`config.mk`:
```
export PLATFORM = sky130hd
export DESIGN_NAME = nibble_serial_subtractor
export DESIGN_NICKNAME = d
export VERILOG_FILES = /design/src/rtl/nibble_serial_subtractor_pkg.sv /design/src/rtl/nibble_serial_subtractor_sub_stage.sv /design/src/rtl/nibble_serial_subtractor.sv
export SDC_FILE = /design/constraint.sdc
export NUM_CORES = 1
export LEC_CHECK = 0
export CORE_MARGIN = 2
export CORE_UTILIZATION = 40
export DETAILED_ROUTE_END_ITERATION = 12
export DONT_BUFFER_PORTS = 1
export GPL_TIMING_DRIVEN = 0
export HOLD_SLACK_MARGIN = 0.12
export PLACE_DENSITY = 0.54
export SLEW_MARGIN = 25
export SYNTH_ARGS = -nofsm -noshare
export SYNTH_HDL_FRONTEND = slang
export SYNTH_SLANG_ARGS = --single-unit
```
`constraint.sdc`:
```
create_clock -name clk -period 6 [get_ports clk]
set_input_delay 0.6 -clock clk [delete_from_list [all_inputs] [get_ports clk]]
set_output_delay 0.6 -clock clk [all_outputs]
set_load 0.1 [all_outputs]
```
`src/rtl/nibble_serial_subtractor_pkg.sv`:
```
// Shared definitions for the nibble-serial subtractor: FSM encoding, nibble width
// and index-width helper.
package nibble_serial_subtractor_pkg;

   localparam int NIB_W = 4;

   typedef enum logic [1:0] {
      IDLE = 2'd0,
      RUN  = 2'd1,
      DONE = 2'd2
   } state_e;

   // Index counter width: $clog2(n), but never narrower than one bit.
   function automatic int idx_width(input int n);
      return (n > 1) ? $clog2(n) : 1;
   endfunction

endpackage

```
`src/rtl/nibble_serial_subtractor_sub_stage.sv`:
```
// Combinational 4-bit subtract stage: diff = a - b - bin, with the borrow-out
// taken from the fifth bit of a zero-extended subtraction.
module nibble_sub_stage
   import nibble_serial_subtractor_pkg::*;
(
   input  logic [NIB_W-1:0] a,
   input  logic [NIB_W-1:0] b,
   input  logic             bin,
   output logic [NIB_W-1:0] diff,
   output logic             bout
);

   logic [NIB_W:0] full;

   assign full = {1'b0, a} - {1'b0, b} - {{NIB_W{1'b0}}, bin};
   assign diff = full[NIB_W-1:0];
   assign bout = full[NIB_W];

endmodule

```
`src/rtl/nibble_serial_subtractor.sv`:
```
// W-bit a - b - bin computed one nibble per clock, LSB first, through a single
// shared 4-bit subtract stage with the borrow carried in a register.
module nibble_serial_subtractor
   import nibble_serial_subtractor_pkg::*;
#(
   parameter  int NIBBLES = 4,
   localparam int W       = NIB_W * NIBBLES
) (
   input  logic         clk,
   input  logic         rst,
   input  logic         start,
   input  logic [W-1:0] a,
   input  logic [W-1:0] b,
   input  logic         bin,
   output logic         busy,
   output logic         done,
   output logic [W-1:0] diff,
   output logic         bout,
   output logic         zero
);

   localparam int               IDX_W    = idx_width(NIBBLES);
   localparam logic [IDX_W-1:0] LAST_IDX = IDX_W'(NIBBLES - 1);

   state_e             state_q, state_d;
   logic [IDX_W-1:0]   idx_q, idx_d;
   logic [W-1:0]       a_q, a_d;
   logic [W-1:0]       b_q, b_d;
   logic               borrow_q, borrow_d;
   logic [W-1:0]       diff_q, diff_d;
   logic               bout_q, bout_d;
   logic               zero_q, zero_d;
   logic               busy_q, busy_d;
   logic               done_q, done_d;

   logic [NIB_W-1:0]   nib_a, nib_b, nib_diff;
   logic               nib_bout;

   assign nib_a = a_q[idx_q*NIB_W +: NIB_W];
   assign nib_b = b_q[idx_q*NIB_W +: NIB_W];

   nibble_sub_stage u_stage (
      .a    (nib_a),
      .b    (nib_b),
      .bin  (borrow_q),
      .diff (nib_diff),
      .bout (nib_bout)
   );

   always_comb begin
      // NOTE: every signal gets its hold value first, so no path through the
      // case statement leaves one unassigned and no latch is inferred.
      state_d  = state_q;
      idx_d    = idx_q;
      a_d      = a_q;
      b_d      = b_q;
      borrow_d = borrow_q;
      diff_d   = diff_q;
      bout_d   = bout_q;
      zero_d   = zero_q;

      case (state_q)
         IDLE, DONE: begin
            if (state_q == DONE) state_d = IDLE;
            if (start) begin
               a_d      = a;
               b_d      = b;
               borrow_d = bin;
               idx_d    = '0;
               diff_d   = '0;
               bout_d   = 1'b0;
               zero_d   = 1'b0;
               state_d  = RUN;
            end
         end
         RUN: begin
            diff_d[idx_q*NIB_W +: NIB_W] = nib_diff;
            borrow_d = nib_bout;
            if (idx_q == LAST_IDX) begin
               // zero looks at diff_d so the nibble written this cycle counts.
               idx_d   = '0;
               bout_d  = nib_bout;
               zero_d  = (diff_d == '0);
               state_d = DONE;
            end else begin
               idx_d = idx_q + IDX_W'(1);
            end
         end
         default: state_d = IDLE;
      endcase

      busy_d = (state_d == RUN);
      done_d = (state_d == DONE);
   end

   always_ff @(posedge clk) begin
      // NOTE: state registers use non-blocking assignments so every flop
      // samples the pre-edge values regardless of statement order.
      if (rst) begin
         state_q  <= IDLE;
         idx_q    <= '0;
         a_q      <= '0;
         b_q      <= '0;
         borrow_q <= 1'b0;
         diff_q   <= '0;
         bout_q   <= 1'b0;
         zero_q   <= 1'b0;
         busy_q   <= 1'b0;
         done_q   <= 1'b0;
      end else begin
         state_q  <= state_d;
         idx_q    <= idx_d;
         a_q      <= a_d;
         b_q      <= b_d;
         borrow_q <= borrow_d;
         diff_q   <= diff_d;
         bout_q   <= bout_d;
         zero_q   <= zero_d;
         busy_q   <= busy_d;
         done_q   <= done_d;
      end
   end

   assign busy = busy_q;
   assign done = done_q;
   assign diff = diff_q;
   assign bout = bout_q;
   assign zero = zero_q;

endmodule

```
# Word level (Yosys, flattened, before mapping)
# Index checks and enable logic that the tools add are counted.
[totals] output_inout_bits=20 register_bits=57 wordCells=49
[classes] n_reduce_logical=7 add_sub_neg=4 n_eq_ne=7 n_shift=4 muxes=17
[ops] cell="negation 4 -> 34 bit" count=1
[ops] cell="variable shift 4 x 34 -> 16 bit, first input constant" count=1
[ops] cell="indexed part select 4 x 34 -> 16 bit" count=1
[ops] cell="case mux 16 bit (2 select lines)" count=1
[ops] cell="indexed part select 16 x 5 -> 4 bit" count=2
[ops] cell="bitwise mux 16 bit" count=1
[ops] cell="logical NOT 16 bit" count=1
[ops] cell="2-to-1 mux 16 bit" count=1
[ops] cell="2-to-1 mux 2 bit" count=5
[ops] cell="case mux 2 bit (2 select lines)" count=2
[ops] cell="equality test 2 bit, second input constant" count=3
[ops] cell="case mux 1 bit (2 select lines)" count=3
[ops] cell="subtractor 4 x 4 -> 5 bit" count=1
[ops] cell="subtractor 5 x 1 -> 5 bit" count=1
[ops] cell="equality test 2 x 1 -> 1 bit, second input constant" count=2
[ops] cell="2-to-1 mux 1 bit" count=4
[ops] cell="!= test 2 bit, second input constant" count=2
[ops] cell="AND reduction 2 bit" count=2
[ops] cell="AND reduction 3 bit" count=1
[ops] cell="adder 2 x 1 -> 2 bit, second input constant" count=1
[ops] cell="logical NOT 2 bit" count=1
[ops] cell="nonzero test 2 bit" count=1
[ops] cell="OR reduction 2 bit" count=1

# Depth between registers and ports, before layout
# Gate-level depths: netlist of the first run.
[depth] word_depth=8 mapped_depth=10 depth_no_buf=9

# Hierarchy
# A second synthesis of the first run with hierarchy kept.
[unflattened] cells_unflattened=319 hier_area_um2=2723.9
[modules_own_cells] module="nibble_serial_subtractor" cells_per_inst=295 instances=1 area_each_um2=2516.2 seq_area_each_um2=1141.1
[modules_own_cells] module="nibble_sub_stage" cells_per_inst=24 instances=1 area_each_um2=207.7 seq_area_each_um2=0.0

# Worst setup path before layout of the first run
# No wires, ideal clock.
[synth_timing] path_kind="reg-to-reg" start="register idx_q[0]" end="register borrow_q" setup_time_ns=0.091 slack_ns=2.912 path_stages_with_launch=10 required_ns=5.909 arrival_time_ns=2.997 cell_sequence="dfxtp_1 > buf_1 > mux4_1 > fa_1 > fa_1 > nand2b_1 > a21oi_1 > xor2_1 > nor2_1 > a311oi_1"
[synth_via] elab_chain_cells=4 elab_cells_between_ends=5
[synth_rtl] element="start: declaration" line="nibble_serial_subtractor.sv:26" rtl="logic [IDX_W-1:0] idx_q, idx_d;"
[synth_rtl] element="start signal: assignment" line="nibble_serial_subtractor.sv:112" rtl="idx_q <= idx_d;"
[synth_rtl] element="indexed part select 16 x 5 -> 4 bit, on equally long branches" line="nibble_serial_subtractor.sv:39, nibble_serial_subtractor.sv:40"
[synth_rtl] element="subtractor 4 x 4 -> 5 bit (*)" line="nibble_serial_subtractor_sub_stage.sv:15" rtl="assign full = {1'b0, a} - {1'b0, b} - {{NIB_W{1'b0}}, bin};"
[synth_rtl] element="subtractor 5 x 1 -> 5 bit (*)" line="nibble_serial_subtractor_sub_stage.sv:15"
[synth_rtl] element="case mux 1 bit (2 select lines) (*)" line="nibble_serial_subtractor.sv:62" rtl="case (state_q)"
[synth_rtl] element="end signal: assignment" line="nibble_serial_subtractor.sv:115" rtl="borrow_q <= borrow_d;"
[synth_rtl] element="end: declaration" line="nibble_serial_subtractor.sv:29" rtl="logic borrow_q, borrow_d;"
# Every way passes the cells marked *; elsewhere a longest branch is shown, timed or not.
# A chain may end at the register's enable or synchronous reset.

# Worst setup path in the final report of the first run
# Ends and elaborated chain as after synthesis.

==> impl_metrics.json, run 1 <==
{
  "antenna_found_initial": 0,
  "path_class": "reg -> reg",
  "path_common_cell": "fa_1",
  "gp_congestion": 0.829,
  "holdPathStages": 2,
  "critPathLaunch": "idx_q[0]",
  "synth.ff_latch_count": 57,
  "fin_crit_sh_pct": 60.3,
  "max_slew_margin_pct": 31.7,
  "fin_crit_ns": 3.62,
  "hold_violations": 0,
  "post_cts_buffers": 0,
  "die_h_um": 85.1,
  "synth_area_per_cell_um2": 8.57,
  "grt_pass1_vias": 2166,
  "ys_warn_count": 0,
  "cts_tree": "yes",
  "clock_latency_ns": 0.33,
  "synth_enable_flop_cells": 0,
  "ys_types": 34,
  "end_kind": "flip-flop",
  "synth-seq-area-share_pct": 43.4,
  "synth_ff_type": "dfxtp_1",
  "post-route-util_pct": 46.2,
  "cellPowerDensity_nw_per_um2": 319,
  "status": "finished, final reports clean",
  "initialDrtViolationCount": 77,
  "layout.nets": 366,
  "path_buf_inv": 1,
  "cts_hold_buf": 0,
  "arrival_ns": 3.85,
  "setup_viol": 0,
  "numClockSinks": 57,
  "ioPinCount": 56,
  "grt_pass1_wl_um": 10700,
  "skew_ns": 0.00518,
  "regToRegStartpoint": "idx_q[0]",
  "cp_top_family": "adder cells",
  "drc": 0,
  "worstPathRequired_ns": 6.23,
  "port_buffers": 0,
  "max_freq_mhz": 276,
  "synth.largest_area_cell": "dfxtp_1",
  "setup_tns_ns": 0,
  "wl_per_cell_um": 16.3,
  "synthCells": 307,
  "leakagePower_nw": 1.10,
  "drt_pre_antenna_iters": 4,
  "p_sw_mw": 0.262,
  "slew_violations": 0,
  "start_util_pct": 41.4,
  "r2r_slack_ns": 2.38,
  "p_clk_share_pct": 39.7,
  "p_comb_share_pct": 15.0,
  "grt_max_degree": 11,
  "synth_common_cells": "73 x nand2_1, 57 x dfxtp_1, 44 x a21oi_1",
  "row_count": 29,
  "synth_async_sr_flop_share_pct": 0,
  "r2r_cells": 9,
  "syn_area_um2": 2630,
  "dieArea_um2": 7240,
  "htree_levels": 3,
  "final_antenna_net_count": 0,
  "yosys-top-cells-area": "dfxtp_1 43%, nand2_1 10%, a21oi_1 8.4%",
  "synth_top_area_share_pct": 43.4,
  "nFillCells": 674,
  "design.core.area_um2": 6350,
  "cp-start-kind": "flip-flop",
  "fin_area_um2": 2940,
  "grt_overflow_total": 0,
  "drv_cap": 0,
  "track_usage_pct": 18.8,
  "antennaDiodeCount": 0,
  "vias": 2182,
  "synthToLayoutAreaGrowth_pct": 11.6,
  "cts_resized": 0,
  "worstSetupPathDepth": 9,
  "finalWirelength_um": 6500,
  "power_frac_seq_pct": 45.3,
  "rsz0062_at_grt": "no",
  "crit_path_top_delay_cell": "mux4_1",
  "path_clk_slew_ns": 0.06,
  "synth_nets": 355,
  "hpwl_um": 4670,
  "vias_per_cell": 5.46,
  "die_w_um": 85.1,
  "place_area_um2": 2730,
  "hold_path_class": "in -> reg",
  "cp-endpoint": "borrow_q",
  "tightest_slew_ns": 1.02,
  "cp_max_fo": 10,
  "cts_buffer_depth": 2,
  "cts_root_buf": "clkbuf_8",
  "max_stage_delay_ns": 0.70,
  "cp_cell_sequence": "buf_1 > mux4_1 > fa_1 > fa_1 > nand2b_1 > a21oi_1 > xor2_1 > nor2_1 > a311oi_1",
  "ir_worst_vdd_uv": 161,
  "cell_internal_pwr_mw": 0.673,
  "switching_share_pct": 28.0,
  "drive_gt1_share_pct": 6.19,
  "cts_buffers": 9,
  "r2r-end": "borrow_q",
  "yosysMostFrequentCell": "nand2_1"
}
==> per-layer routing <==
metal  global-route usage, %  part of all wire, %  up-vias
met5                       0                    0        -
met4                    5.48                  1.2        0
met3                    6.91                  6.2        7
met2                    32.1                   50       64
met1                    22.2                   43     1021
li1                        -                    -     1090
==> worst min-delay path by stage <==
stage,start,endpoint
finish,b[4],b_q[4]
global route,a[3],a_q[3]
CTS,a[4],a_q[4]
detailed placement,a_q[8],a_q[8]
global placement,b_q[13],b_q[13]
floorplan,a_q[4],a_q[4]
==> layout make-up <==
cell class / instances / area, um2 / area share [%]
tap: 77 / 96.3 / 3.28
sequential: 57 / 1140 / 38.9
buffer: 18 / 76.3 / 2.60
multi-input combinational: 221 / 1370 / 46.8
clock buffer: 14 / 173 / 5.88
inverter: 11 / 41.3 / 1.41
clock inverter: 2 / 35.0 / 1.19
==> cell families (layout without fill, tap and decap cells) <==
kind of cell	count (synthesis)	after routing	synth area share [%]
and+or+nand+nor	129	129	21.3
buffers and inverters	29	45	4.47
AOI/OAI and AO/OA	67	67	15.5
muxes	10	10	8.13
DFF	57	57	43.4
xor gates and xnor gates	3	3	0.999
adders and majority gates	12	12	6.28
==> metrics by stage <==
step           total power [mW]  worst slack, ns  hold WS (ns)  std cells
6_report                  0.935             2.38         0.395        400
3_5_place_dp              0.572             2.44         0.445        384
5_1_grt                   0.977             2.15         0.387        400
4_1_cts                   0.941             2.37         0.386        400
3_3_place_gp              0.571             2.43         0.438        384
2_1_floorplan             0.533             2.91         0.432        307
==> power by group through the flow <==
stage               combinational (mW)  sequential (mW)  clock (mW)
CTS                              0.140            0.424       0.376
global route                     0.157            0.426       0.394
floorplan                        0.104            0.429           0
global placement                 0.139            0.432           0
detailed placement               0.139            0.433           0
finish                           0.140            0.424       0.371
==> layout by cell type (no fill, tap or decap) <==
master / count
clkbuf_8: 12
nand2_1: 73
or3_4: 1
nor2_1: 25
nor4_1: 5
clkbuf_1: 14
buf_1: 4
nor3b_1: 1
o22ai_1: 2
mux4_1: 7
ha_1: 10
fa_1: 2
buf_2: 1
xor2_1: 1
buf_6: 1
a311oi_1: 1
nor2b_1: 5
a31oi_1: 1
a32oi_1: 7
o31ai_2: 2
a41oi_1: 1
nor3_1: 2
a22oi_1: 4
xnor2_1: 2
o21ai_0: 4
dfxtp_1: 57
bufinv_16: 1
nand4_1: 1
and3_1: 1
nand3b_1: 1
a21oi_1: 44
nand2b_1: 8
nand3_1: 6
o221ai_2: 1
inv_1: 11
mux2i_1: 3
clkinv_2: 1
==> sequential cells by signal, summed over array words and instances (netlist names) <==
register	flops
borrow_q	1
diff	16
busy	1
done	1
bout	1
zero	1
a_q	16
idx_q	2
b_q	16
state_q	2
(Power assumes the default switching activity.)
==> run 2, diff against run 1 <==
==> constraint.sdc (replaced) <==
create_clock -name clk -period 3.8 [get_ports clk]
set_input_delay 0.38 -clock clk [delete_from_list [all_inputs] [get_ports clk]]
set_output_delay 0.38 -clock clk [all_outputs]
set_load 0.1 [all_outputs]
==> impl_metrics.json, run 2 (synthesis results as in run 1) <==
{
  "max_stage_delay_ns": 0.66,
  "setup_tns_ns": 0,
  "fin_crit_sh_pct": 89.7,
  "die_w_um": 85.1,
  "gp_congestion": 0.829,
  "path_class": "reg -> reg",
  "path_clk_slew_ns": 0.06,
  "synthToLayoutAreaGrowth_pct": 11.6,
  "finalWirelength_um": 6490,
  "cts_root_buf": "clkbuf_8",
  "final_cell_mix": "73 x nand2_1, 57 x dfxtp_1, 44 x a21oi_1, 25 x nor2_1, 14 x clkbuf_1",
  "skew_ns": 0.00518,
  "tightest_slew_ns": 1.02,
  "row_count": 29,
  "cts_tree": "yes",
  "critPathLaunch": "idx_q[0]",
  "setup_viol": 0,
  "status": "finished, final reports clean",
  "vias": 2190,
  "grt_overflow_total": 0,
  "end_kind": "flip-flop",
  "design.core.area_um2": 6350,
  "rsz0062_at_grt": "no",
  "ioPinCount": 56,
  "initialDrtViolationCount": 77,
  "numClockSinks": 57,
  "final_antenna_net_count": 0,
  "clock_latency_ns": 0.33,
  "leakagePower_nw": 1.10,
  "port_buffers": 0,
  "arrival_ns": 3.64,
  "hpwl_um": 4670,
  "regToRegStartpoint": "idx_q[0]",
  "cp_max_fo": 10,
  "hold_ws_ns": 0.175,
  "cts_hold_buf": 0,
  "final_cell_count_no_fill": 400,
  "post-route-util_pct": 46.2,
  "grt_max_degree": 11,
  "hp-start": "b[4]",
  "cts_buffer_depth": 2,
  "drc": 0,
  "wl_per_cell_um": 16.2,
  "cp_cell_sequence": "clkbuf_2 > mux4_1 > fa_1 > fa_1 > nand2b_1 > a21oi_1 > xor2_1 > nor2_1 > a311oi_1",
  "worstPathRequired_ns": 4.03,
  "crit_path_top_delay_cell": "mux4_1",
  "ir_worst_vdd_uv": 255,
  "antenna_found_initial": 0,
  "grt_pass1_vias": 2166,
  "power_mw": 1.48,
  "start_util_pct": 41.4,
  "fin_crit_ns": 3.41,
  "htree_levels": 3,
  "cellPowerDensity_nw_per_um2": 503,
  "r2r_slack_ns": 0.39,
  "hold_violations": 0,
  "drv_cap": 0,
  "max_freq_mhz": 293,
  "path_common_cell": "fa_1",
  "final_common_cell": "nand2_1",
  "dpl.cell_count": 384,
  "grt_pass1_wl_um": 10700,
  "dieArea_um2": 7240,
  "antennaDiodeCount": 0,
  "track_usage_pct": 18.8,
  "slew_violations": 0,
  "cp-start-kind": "flip-flop",
  "drt_pre_antenna_iters": 4,
  "cts_buffers": 9,
  "vias_per_cell": 5.48,
  "max_slew_margin_pct": 31.9,
  "drive_gt1_share_pct": 6.50,
  "cp_top_family": "adder cells",
  "die_h_um": 85.1,
  "hold_path_class": "in -> reg",
  "path_buf_inv": 1,
  "layout.nets": 366
}
## run 2: cell types whose count changed in the layout (fill, tap and decap cells not counted)
cell,delta
clkbuf_2,+1
buf_1,-1
## run 2: path summary, 6_finish.rpt
kind | to | depth (start not counted)
worst min register to register | a_q[4] | 2
worst min-delay path | b_q[4] | 2
worst max register to register | borrow_q | 9
worst max-delay path | borrow_q | 9
## run 2: routing by layer
metal  part of all wire, %  vias to the layer above  wire length, um  global-route usage [%]
li1                      -                     1091                -                       -
met1                    42                     1028             2760                    22.2
met2                    50                       64             3250                    32.1
met3                   6.2                        7              403                    6.91
met4                   1.2                        0               81                    5.48
met5                     0                        -                0                       0
## run 2: report_power, final
group          total [mW]  switching [mW]  internal, mW
sequential          0.669          0.0438         0.626
combinational       0.221           0.140        0.0810
clock               0.586           0.230         0.356
total                1.48           0.414          1.06
## run 2: area by class of cell
| class | instances | area [um2] |
|---|---|---|
| Buffer | 18 | 77.6 |
| Clock buffer | 14 | 173 |
| Clock inverter | 2 | 35.0 |
| Fill cell | 673 | 3410 |
| Inverter | 11 | 41.3 |
| Multi-Input combinational cell | 221 | 1370 |
| Sequential cell | 57 | 1140 |
| Tap cell | 77 | 96.3 |
## run 2: stage by stage
stage	setup slack (ns)	cell area, um2
after CTS	0.173	2940
after global placement	0.231	2730
after global routing	0.203	2940
after floorplan	0.712	2630
final	0.393	2940
after detailed placement	0.243	2730
## run 2: timing repair
action | 4_1_cts | 5_1_grt
hold endpoints to repair | 0 | 0
setup endpoints to repair | 0 | 1
buffers inserted | 0 | 0
gates resized for setup | 0 | 1
==> run 3, diff against run 2 <==
--- a/config.mk
+++ b/config.mk
@@ -6,13 +6,14 @@
 export NUM_CORES = 1
 export LEC_CHECK = 0
 export CORE_MARGIN = 2
-export CORE_UTILIZATION = 40
+export CORE_UTILIZATION = 45
 export DETAILED_ROUTE_END_ITERATION = 12
 export DONT_BUFFER_PORTS = 1
 export GPL_TIMING_DRIVEN = 0
 export HOLD_SLACK_MARGIN = 0.12
-export PLACE_DENSITY = 0.54
-export SLEW_MARGIN = 25
+export PLACE_DENSITY = 0.6
+export SLEW_MARGIN = 20
 export SYNTH_ARGS = -nofsm -noshare
 export SYNTH_HDL_FRONTEND = slang
+export SYNTH_HIERARCHICAL = 1
 export SYNTH_SLANG_ARGS = --single-unit
==> impl_metrics.json, run 3 <==
{
  "fin_crit_ns": 3.62,
  "yosys.area_share.adder_pct": 6.98,
  "path_class": "reg -> reg",
  "finalWirelength_um": 6410,
  "die_w_um": 81.8,
  "tightest_slew_ns": 1.02,
  "synth_common_cells": "72 x nand2_1, 57 x dfxtp_1, 44 x a21oi_1",
  "track_usage_pct": 21.2,
  "vias_per_cell": 5.41,
  "final_antenna_net_count": 0,
  "power_mw": 1.46,
  "rsz0062_at_grt": "no",
  "worstPathRequired_ns": 4.09,
  "synth_enable_flop_cells": 0,
  "leakagePower_nw": 1.13,
  "synth.largest_area_cell": "dfxtp_1",
  "drive_gt1_share_pct": 12.2,
  "grt_pass1_wl_um": 10400,
  "ys_warn_count": 6,
  "drt_pre_antenna_iters": 4,
  "htree_levels": 3,
  "ioPinCount": 56,
  "synth_mux_area_share_pct": 7.81,
  "yosysMostFrequentCell": "nand2_1",
  "drv_cap": 0,
  "slew_violations": 0,
  "final_cell_mix": "72 x nand2_1, 57 x dfxtp_1, 44 x a21oi_1, 17 x nor2_1, 15 x inv_1",
  "start_util_pct": 46.3,
  "max_slew_margin_pct": 32.1,
  "fin_area_um2": 3040,
  "synth_compound_area_share_pct": 15.0,
  "ir_worst_vdd_uv": 216,
  "hold_violations": 0,
  "antennaDiodeCount": 0,
  "grt_overflow_total": 0,
  "vias": 2224,
  "initialDrtViolationCount": 113,
  "nFillCells": 578,
  "synth_async_sr_flop_share_pct": 0,
  "drc": 0,
  "ys_types": 36,
  "cts_buffers": 9,
  "synth_top_family_by_area": "simple AND/OR/NAND/NOR gates",
  "hp-start": "rst",
  "place_area_um2": 2820,
  "antenna_found_initial": 0,
  "synth_ff_type": "dfxtp_1",
  "clock_latency_ns": 0.34,
  "cts_tree": "yes",
  "synth.ff_latch_count": 57,
  "arrival_ns": 3.91,
  "skew_ns": 0.00977,
  "row_count": 28,
  "grt_max_degree": 11,
  "synth_nets": 369,
  "grt_pass1_vias": 2138,
  "regToRegStartpoint": "idx_q[0]",
  "r2r-end": "zero",
  "design.core.area_um2": 5890,
  "cts_hold_buf": 0,
  "cp_max_fo": 10,
  "cellPowerDensity_nw_per_um2": 479,
  "synth-seq-area-share_pct": 41.9,
  "dieArea_um2": 6690,
  "final_common_cell": "nand2_1",
  "synth_area_per_cell_um2": 8.54,
  "fin_crit_sh_pct": 95.4,
  "end_kind": "flip-flop",
  "cp-start-kind": "flip-flop",
  "r2r_cells": 10,
  "synth_xor_area_share_pct": 1.29,
  "die_h_um": 81.8,
  "yosys-top-cells-area": "dfxtp_1 42%, nand2_1 9.9%, a21oi_1 8.1%",
  "cts_root_buf": "clkbuf_8",
  "max_freq_mhz": 276,
  "syn_area_um2": 2720,
  "status": "finished, final reports clean",
  "setup_viol": 0,
  "gp_congestion": 0.833,
  "wl_per_cell_um": 15.6,
  "synth_top_area_share_pct": 41.9,
  "synthToLayoutAreaGrowth_pct": 11.7,
  "synthCells": 319,
  "numClockSinks": 57,
  "path_clk_slew_ns": 0.07,
  "hold_end": "state_q[1]",
  "synthSimpleGateAreaFrac_pct": 21.6,
  "r2r_slack_ns": 0.18,
  "port_buffers": 0,
  "holdPathStages": 1,
  "cts_buffer_depth": 2,
  "hpwl_um": 4640,
  "hold_path_class": "in -> reg",
  "layout.nets": 381
}
==> run 3: kinds of logic (layout without fill, tap and decap cells) <==
family / count (synthesis) / after routing
multiplexers: 11 / 11
flip-flops: 57 / 57
XOR/XNOR: 4 / 4
AO/OA/AOI/OAI: 72 / 72
buffers and inverters: 36 / 53
AND/OR/NAND/NOR: 125 / 125
adder cells (fa/ha/maj): 14 / 14
==> run 3: area by class of cell <==
type                            instances  area [um2]  share of cell area [%]
Buffer                                 21         101                    3.33
Clock buffer                           11         151                    4.98
Clock inverter                          5        30.0                   0.987
Inverter                               15        56.3                    1.85
Multi-Input combinational cell        226        1460                    48.0
Sequential cell                        57        1140                    37.5
Tap cell                               75        93.8                    3.09
Timing Repair Buffer                    1        7.51                   0.247
==> run 3: worst max-delay path by stage <==
stage | startpoint | to
floorplan | idx_q[0] | zero
global placement | idx_q[0] | zero
detailed placement | idx_q[0] | zero
CTS | idx_q[0] | zero
global route | idx_q[0] | zero
finish | idx_q[0] | zero
==> run 3: metal layers <==
| metal | part of all wire, % | wire, um | track usage, % | vias to the layer above |
|---|---|---|---|---|
| li1 | - | - | - | 1113 |
| met1 | 45 | 2890 | 26.8 | 1042 |
| met2 | 47 | 3010 | 33.1 | 58 |
| met3 | 6.1 | 393 | 7.91 | 11 |
| met4 | 1.8 | 115 | 7.67 | 0 |
| met5 | 0 | 0 | 0 | - |
==> run 3: power breakdown <==
group	switching (mW)	internal [mW]	leakage, nW	total, mW
clock network	0.252	0.268	0.0911	0.520
logic	0.158	0.104	0.578	0.262
registers	0.0482	0.626	0.465	0.674
==> run 3: repair_timing <==
item,4_1_cts,5_1_grt
resized for setup,2,5
pin swaps,0,1
endpoints found under the setup margin,1,1
buffers inserted,0,1
==> run 3: stage by stage <==
step	worst slack, ns	TNS (ns)	instances	util, %	hold WS, ns
after CTS	0.0643	0	410	51.1	0.147
after global routing	0.0361	0	411	51.7	0.139
after global placement	-0.0839	-0.0839	394	47.9	0.439
after floorplan	0.318	0	319	-	0.422
final	0.176	0	411	51.7	0.158
after detailed placement	-0.123	-0.123	394	47.9	0.447
==> run 3: worst max-delay path, cell delays in order, from the launching register on <==
cell	delay [ns]
dfxtp_1	0.38
clkbuf_4	0.21
buf_6	0.19
mux4_2	0.54
fa_1	0.49
fa_1	0.42
xor2_1	0.23
or4_1	0.55
a31oi_1	0.21
and3_1	0.19
a41o_1	0.16
